--- src/rtl/div16_seq_pkg.sv ---
// ----------------------------------------------------------------------------
// div_pkg : shared types and defaults for the div16_seq restoring divider
// Rev 1.0
// ----------------------------------------------------------------------------
`default_nettype none

package div_pkg;

  localparam int DIV_WIDTH = 16;
  localparam int DIV_CNT_W = 5;

  localparam logic [DIV_WIDTH-1:0] DIV_ZERO_QUOT = '1;

  typedef enum logic [1:0] {
    IDLE = 2'd0,
    RUN  = 2'd1,
    SIGN = 2'd2,
    FIN  = 2'd3
  } state_t;

endpackage

`default_nettype wire

--- src/rtl/div16_seq_if.sv ---
// ----------------------------------------------------------------------------
// div16_seq_if : start/busy/done request bus between sequencer and divider
// Rev 1.0
// ----------------------------------------------------------------------------
`default_nettype none

interface div16_seq_if #(
  parameter int WIDTH = div_pkg::DIV_WIDTH
);

  logic             start;
  logic [WIDTH-1:0] a;
  logic [WIDTH-1:0] b;
  logic             busy;
  logic             done;
  logic [WIDTH-1:0] quot;
  logic [WIDTH-1:0] rem;
  logic             div_by_zero;

  modport master (
    output start, a, b,
    input  busy, done, quot, rem, div_by_zero
  );

  modport slave (
    input  start, a, b,
    output busy, done, quot, rem, div_by_zero
  );

endinterface

`default_nettype wire

--- src/rtl/div16_seq_sub17.sv ---
// ----------------------------------------------------------------------------
// sub17 : combinational W-bit subtractor with borrow out (trial subtract)
// Rev 1.0
// ----------------------------------------------------------------------------
`default_nettype none

module sub17 #(
  parameter int W = div_pkg::DIV_WIDTH + 1
) (
  input  wire logic [W-1:0] a,
  input  wire logic [W-1:0] b,
  output logic      [W-1:0] diff,
  output logic              borrow
);

  assign {borrow, diff} = {1'b0, a} - {1'b0, b};

endmodule

`default_nettype wire

--- src/rtl/div16_seq.sv ---
// ----------------------------------------------------------------------------
// div16_seq : multi-cycle restoring divider, one trial subtract per clock.
// Optional macro DIV16_SIGNED_EN adds two's-complement operands (SIGN state).
// Rev 1.0
// ----------------------------------------------------------------------------
`default_nettype none

module div16_seq
  import div_pkg::*;
#(
  parameter int WIDTH = DIV_WIDTH,
  parameter int CNT_W = DIV_CNT_W
) (
  input wire logic   clk,
  input wire logic   rst_n,
  div16_seq_if.slave bus
);

  localparam logic [CNT_W-1:0] LAST_ITER = CNT_W'(WIDTH - 1);

  state_t           state_q, state_d;
  logic [CNT_W-1:0] cnt_q, cnt_d;
  logic [WIDTH-1:0] prem_q, prem_d;
  logic [WIDTH-1:0] dvd_q, dvd_d;
  logic [WIDTH-1:0] div_q, div_d;
  logic [WIDTH-1:0] quot_q, quot_d;
  logic [WIDTH-1:0] rem_q, rem_d;
  logic             busy_q, busy_d;
  logic             done_q, done_d;
  logic             dbz_q, dbz_d;

  logic [WIDTH:0]   prem_sh;
  logic [WIDTH:0]   trial;
  logic             borrow;
  logic [WIDTH:0]   prem_next_full;
  logic [WIDTH-1:0] prem_next;
  logic [WIDTH-1:0] dvd_next;
  logic [WIDTH-1:0] a_mag;
  logic [WIDTH-1:0] b_mag;
  logic             accept;
  logic             unused_prem_top;

  assign prem_sh = {prem_q, dvd_q[WIDTH-1]};

  sub17 #(.W(WIDTH + 1)) u_sub17 (
    .a      (prem_sh),
    .b      ({1'b0, div_q}),
    .diff   (trial),
    .borrow (borrow)
  );

  // A borrow means the trial went negative: restore the shifted remainder.
  assign prem_next_full  = borrow ? prem_sh : trial;
  assign prem_next       = prem_next_full[WIDTH-1:0];
  assign unused_prem_top = prem_next_full[WIDTH];
  assign dvd_next        = {dvd_q[WIDTH-2:0], ~borrow};

  assign accept = bus.start && ((state_q == IDLE) || (state_q == FIN));

`ifdef DIV16_SIGNED_EN
  logic qneg_q, qneg_d;
  logic rneg_q, rneg_d;

  assign a_mag = bus.a[WIDTH-1] ? -bus.a : bus.a;
  assign b_mag = bus.b[WIDTH-1] ? -bus.b : bus.b;
`else
  assign a_mag = bus.a;
  assign b_mag = bus.b;
`endif

  always_comb begin
    state_d = state_q;
    cnt_d   = cnt_q;
    prem_d  = prem_q;
    dvd_d   = dvd_q;
    div_d   = div_q;
    quot_d  = quot_q;
    rem_d   = rem_q;
    busy_d  = busy_q;
    done_d  = 1'b0;
    dbz_d   = dbz_q;
`ifdef DIV16_SIGNED_EN
    qneg_d  = qneg_q;
    rneg_d  = rneg_q;
`endif

    case (state_q)
      RUN: begin
        cnt_d  = cnt_q + CNT_W'(1);
        prem_d = prem_next;
        dvd_d  = dvd_next;
        if (cnt_q == LAST_ITER) begin
`ifdef DIV16_SIGNED_EN
          state_d = SIGN;
`else
          state_d = FIN;
          busy_d  = 1'b0;
          quot_d  = dvd_next;
          rem_d   = prem_next;
`endif
        end
      end
`ifdef DIV16_SIGNED_EN
      SIGN: begin
        state_d = FIN;
        busy_d  = 1'b0;
        quot_d  = qneg_q ? -dvd_q : dvd_q;
        rem_d   = rneg_q ? -prem_q : prem_q;
      end
`endif
      FIN: begin
        done_d  = 1'b1;
        state_d = IDLE;
      end
      default: state_d = IDLE;
    endcase

    // A start taken in FIN still lets the finishing result raise done.
    if (accept) begin
      cnt_d  = '0;
      prem_d = '0;
      dvd_d  = a_mag;
      div_d  = b_mag;
`ifdef DIV16_SIGNED_EN
      qneg_d = bus.a[WIDTH-1] ^ bus.b[WIDTH-1];
      rneg_d = bus.a[WIDTH-1];
`endif
      if (bus.b == '0) begin
        state_d = FIN;
        busy_d  = 1'b0;
        quot_d  = WIDTH'(DIV_ZERO_QUOT);
        rem_d   = bus.a;
        dbz_d   = 1'b1;
      end else begin
        state_d = RUN;
        busy_d  = 1'b1;
        dbz_d   = 1'b0;
      end
    end
  end

  always_ff @(posedge clk or negedge rst_n) begin
    if (!rst_n) begin
      state_q <= IDLE;
      cnt_q   <= '0;
      prem_q  <= '0;
      dvd_q   <= '0;
      div_q   <= '0;
      quot_q  <= '0;
      rem_q   <= '0;
      busy_q  <= 1'b0;
      done_q  <= 1'b0;
      dbz_q   <= 1'b0;
`ifdef DIV16_SIGNED_EN
      qneg_q  <= 1'b0;
      rneg_q  <= 1'b0;
`endif
    end else begin
      state_q <= state_d;
      cnt_q   <= cnt_d;
      prem_q  <= prem_d;
      dvd_q   <= dvd_d;
      div_q   <= div_d;
      quot_q  <= quot_d;
      rem_q   <= rem_d;
      busy_q  <= busy_d;
      done_q  <= done_d;
      dbz_q   <= dbz_d;
`ifdef DIV16_SIGNED_EN
      qneg_q  <= qneg_d;
      rneg_q  <= rneg_d;
`endif
    end
  end

  assign bus.busy        = busy_q;
  assign bus.done        = done_q;
  assign bus.quot        = quot_q;
  assign bus.rem         = rem_q;
  assign bus.div_by_zero = dbz_q;

endmodule

`default_nettype wire
--- src/flat_wrapper.sv ---
// flat-port wrapper written by rule: the top's interface ports become plain ports
module div16_seq_flat import div_pkg::*;
#(
  parameter int WIDTH = DIV_WIDTH,
  parameter int CNT_W = DIV_CNT_W
)
  (clk, rst_n, bus_start, bus_a, bus_b, bus_busy, bus_done, bus_quot, bus_rem, bus_div_by_zero);
  div16_seq_if #(.WIDTH(WIDTH)) bus_i ();
  input wire logic clk;
  input wire logic rst_n;
  input wire logic [$bits(bus_i.start)-1:0] bus_start;
  input wire logic [$bits(bus_i.a)-1:0] bus_a;
  input wire logic [$bits(bus_i.b)-1:0] bus_b;
  output wire logic [$bits(bus_i.busy)-1:0] bus_busy;
  output wire logic [$bits(bus_i.done)-1:0] bus_done;
  output wire logic [$bits(bus_i.quot)-1:0] bus_quot;
  output wire logic [$bits(bus_i.rem)-1:0] bus_rem;
  output wire logic [$bits(bus_i.div_by_zero)-1:0] bus_div_by_zero;
  assign bus_i.start = bus_start;
  assign bus_i.a = bus_a;
  assign bus_i.b = bus_b;
  assign bus_busy = bus_i.busy;
  assign bus_done = bus_i.done;
  assign bus_quot = bus_i.quot;
  assign bus_rem = bus_i.rem;
  assign bus_div_by_zero = bus_i.div_by_zero;
  div16_seq #(.WIDTH(WIDTH), .CNT_W(CNT_W)) u_core (.clk(clk), .rst_n(rst_n), .bus(bus_i));
endmodule
--- config.mk ---
export PLATFORM = sky130hd
export DESIGN_NAME = div16_seq_flat
export DESIGN_NICKNAME = d
export VERILOG_FILES = /design/src/rtl/div16_seq_pkg.sv /design/src/rtl/div16_seq_if.sv /design/src/rtl/div16_seq_sub17.sv /design/src/rtl/div16_seq.sv /design/src/flat_wrapper.sv
export SDC_FILE = /design/constraint.sdc
export NUM_CORES = 1
export LEC_CHECK = 0
export CORE_ASPECT_RATIO = 2
export CORE_MARGIN = 2
export CORE_UTILIZATION = 24
export DETAILED_ROUTE_END_ITERATION = 8
export PLACE_DENSITY = 0.48
export SETUP_SLACK_MARGIN = 0.1
export SYNTH_ARGS = -nofsm -noshare
export SYNTH_HDL_FRONTEND = slang
export SYNTH_HIERARCHICAL = 1
export SYNTH_SLANG_ARGS = --single-unit
--- constraint.sdc ---
create_clock -name clk -period 3.2 [get_ports clk]
set_input_delay 0.48 -clock clk [delete_from_list [all_inputs] [get_ports clk]]
set_output_delay 0.48 -clock clk [all_outputs]
set_load 0.02 [all_outputs]
==> impl_metrics.csv <==
group,metric,value,unit
sta,hold_ws,0.191,ns
placed_design,placed_area,5830,um2
routing,via_per_inst,4.49,
pwr,p_clk_share,16.2,%
floorplanning,start_util,24.4,%
setup_path,critPathCaptureType,"flop",
sta,slew_viol_final,0,
pwr,p_sw,0.00308,W
setup_path,cp_max_fo,4,
global_routing,grt_pass1_wl,22600,um
floorplanning,die_h,205,um
layout,multi_input_area,2550,um2
layout,final_area,6410,um2
setup_path,path_cells,"inv_1 -> ha_2 -> inv_2 -> fa_2 -> a21o_1 -> a221o_2 -> buf_4 -> a221oi_4 -> a21oi_1 -> nor2_1 -> xnor2_1 -> mux2i_1 -> o21ai_1 -> mux2_4",
routing,routedWlPerCell,16.5,um
global_routing,grt_max_degree,71,
logic_synthesis,syn_area,4860,um2
sta,hold_viol_final,0,
setup_path,crit_path_start_kind,"flop",
logic_synthesis,syn_inst,512,
pwr,peakVddDrop,0.397,mV
layout,regArea,2250,um2
pwr,leakage,2.88,nW
global_routing,grt_pass1_vias,4152,
layout,n_antenna_cell,0,
setup_path,worstPathBufferInverterCount,3,
floorplanning,fp-row-count,73,
clock_tree,clock_latency,0.35,ns
logic_synthesis,syn_nets,571,
pwr,seq_power_share,25.7,%
layout,final_layout_size_suffix_gt1_share,14.0,%
floorplanning,die_w,105,um
pwr,p_comb_share,58.1,%
flow_run,drv_cap,0,
layout,finalCoreUtilization,32.2,%
sta,period_share,95.3,%
routing,routed_wl,14100,um
sta,worst_slew_pin_slew,0.779,ns
setup_path,cp_slowest_cell,"dfrtp_1",
layout,syn_to_final_growth,32.0,%
routing,vias,3840,
logic_synthesis,ys_warn_count,6,
setup_path,crit_required,3.43,ns
sta,timing.fmax,0.328,GHz
routing,drt-initial-drc-count,145,
clock_tree,cts_tree,"done",
run_status,status,"completed",
routing,drc_errors,0,
floorplanning,pin_count,70,
clock_tree,cts-htree-levels,3,
placed_design,portBuffers,69,
sta,rsz0062_at_grt,"true",
sta,finalSetupViolCount,0,
setup_path,cpPeakStageDelay,0.40,ns
routing,drt_first_pass_iters,4,
sta,period_needed,3.05,ns
worst_hold_path,hp-class,"in2async",
clock_tree,cts_buffers,9,
pwr,swShare,42.8,%
placed_design,place_congestion,0.810,
global_routing,track_usage,13.7,%
clock_tree,root_buffer,"clkbuf_16",
setup_path,worstSetupPathType,"reg2reg",
clock_tree,clk_path_buf_depth,2,
logic_synthesis,avgSynthCellArea,9.49,um2
global_routing,grt_overflow,0,
clock_tree,clk_pin_slew,0.06,ns
floorplanning,dieArea,21500,um2
sta,skew,0.00665,ns
floorplanning,core_region_area,19900,um2
pwr,power_density,1120,nW/um2
layout,nets,647,
global_routing,antenna_found_initial,0,
setup_path,path_delay_family,"compound AO/OA/AOI/OAI gates",
layout,nFillCells,2158,
pwr,p_int,0.00412,W
placed_design,dp_hpwl,10500,um
setup_path,cp.arrival,3.28,ns
routing,ant_nets,0,
clock_tree,cts_sinks,90,
sta,slew_headroom,48.1,%
[stage by stage]
step	std cells	setup WS, ns	power, W	setup TNS (ns)
finish	855	0.151	0.00720	0
global route	855	0.00205	0.00774	0
CTS	843	0.0928	0.00661	0
detailed placement	825	-0.0725	0.00532	-0.0725
global placement	825	-0.0540	0.00529	-0.0540
floorplan	512	0.250	0.00428	0
[final timing paths]
path,end,cells after the start,slack (ns),from
min,u_core/bus.quot[15]$_DFF_PN0_,1,0.19,rst_n
max,u_core/bus.rem[14]$_DFF_PN0_,14,0.15,u_core/dvd_q[15]$_DFFE_PN0P_
max reg2reg,u_core/bus.rem[14]$_DFF_PN0_,14,0.15,u_core/dvd_q[15]$_DFFE_PN0P_
min in group clk,u_core/div_q[8]$_DFFE_PN0P_,2,0.48,u_core/div_q[8]$_DFFE_PN0P_
max in group asynchronous,u_core/bus.quot[11]$_DFF_PN0_,2,2.30,rst_n
min reg2reg,u_core/div_q[8]$_DFFE_PN0P_,2,0.48,u_core/div_q[8]$_DFFE_PN0P_
[area by class of cell]
type	instances	area share (%)
Inverter	24	1.41
Timing Repair Buffer	91	13.6
Tap cell	262	5.11
Multi-Input combinational cell	372	39.7
Clock inverter	4	1.17
Sequential cell	90	35.1
Clock buffer	12	3.84
[sequential cells by signal, summed over array words and instances, names as in the netlist]
name and count:
u_core/dvd_q 16, u_core/bus.done 1, u_core/bus.busy 1, u_core/bus.rem 16, u_core/bus.div_by_zero 1, u_core/cnt_q 5
u_core/bus.quot 16, u_core/prem_q 16, u_core/div_q 16, u_core/state_q 2
[layer usage]
metal  vias up  routed length, um  share of wire, %  global-route usage, %
li1       1892                  -                 -                      -
met1      1872               5470                39                   14.4
met2        55               7780                55                   25.8
met3        21                291               2.1                   2.06
met4         0                594               4.2                   7.90
met5         -                  0                 0                      0
[power by group through the flow]
stage	clock network [W]	logic, W	registers (W)
floorplan	0	0.00253	0.00175
global placement	0	0.00343	0.00185
detailed placement	0	0.00346	0.00186
CTS	0.00120	0.00357	0.00184
global route	0.00124	0.00459	0.00191
finish	0.00117	0.00418	0.00185
[placed cells by master (no fill, tap or decap), drive strengths merged, types with 4 or more instances in the layout]
cell and count:
a211oi 19, a21o 4, a21oi 10, and3 5
buf 23, clkbuf 12, clkdlybuf4s50 68, dfrtp 90
ha 23, inv 24, mux2 16, mux2i 33
nand2 121, nand3 19, nor2 34, nor4 4
o21a 4, o21ai 38, xnor2 9, xor2 6
[repair_timing]
item                                    in CTS  in global routing
gates resized for setup                      3                 29
endpoints found under the setup margin       2                 17
setup buffers                                2                 12
hold buffers                                 0                  0
pin swaps                                    3                 13
Note: power is estimated with default switching activity, not from simulation.
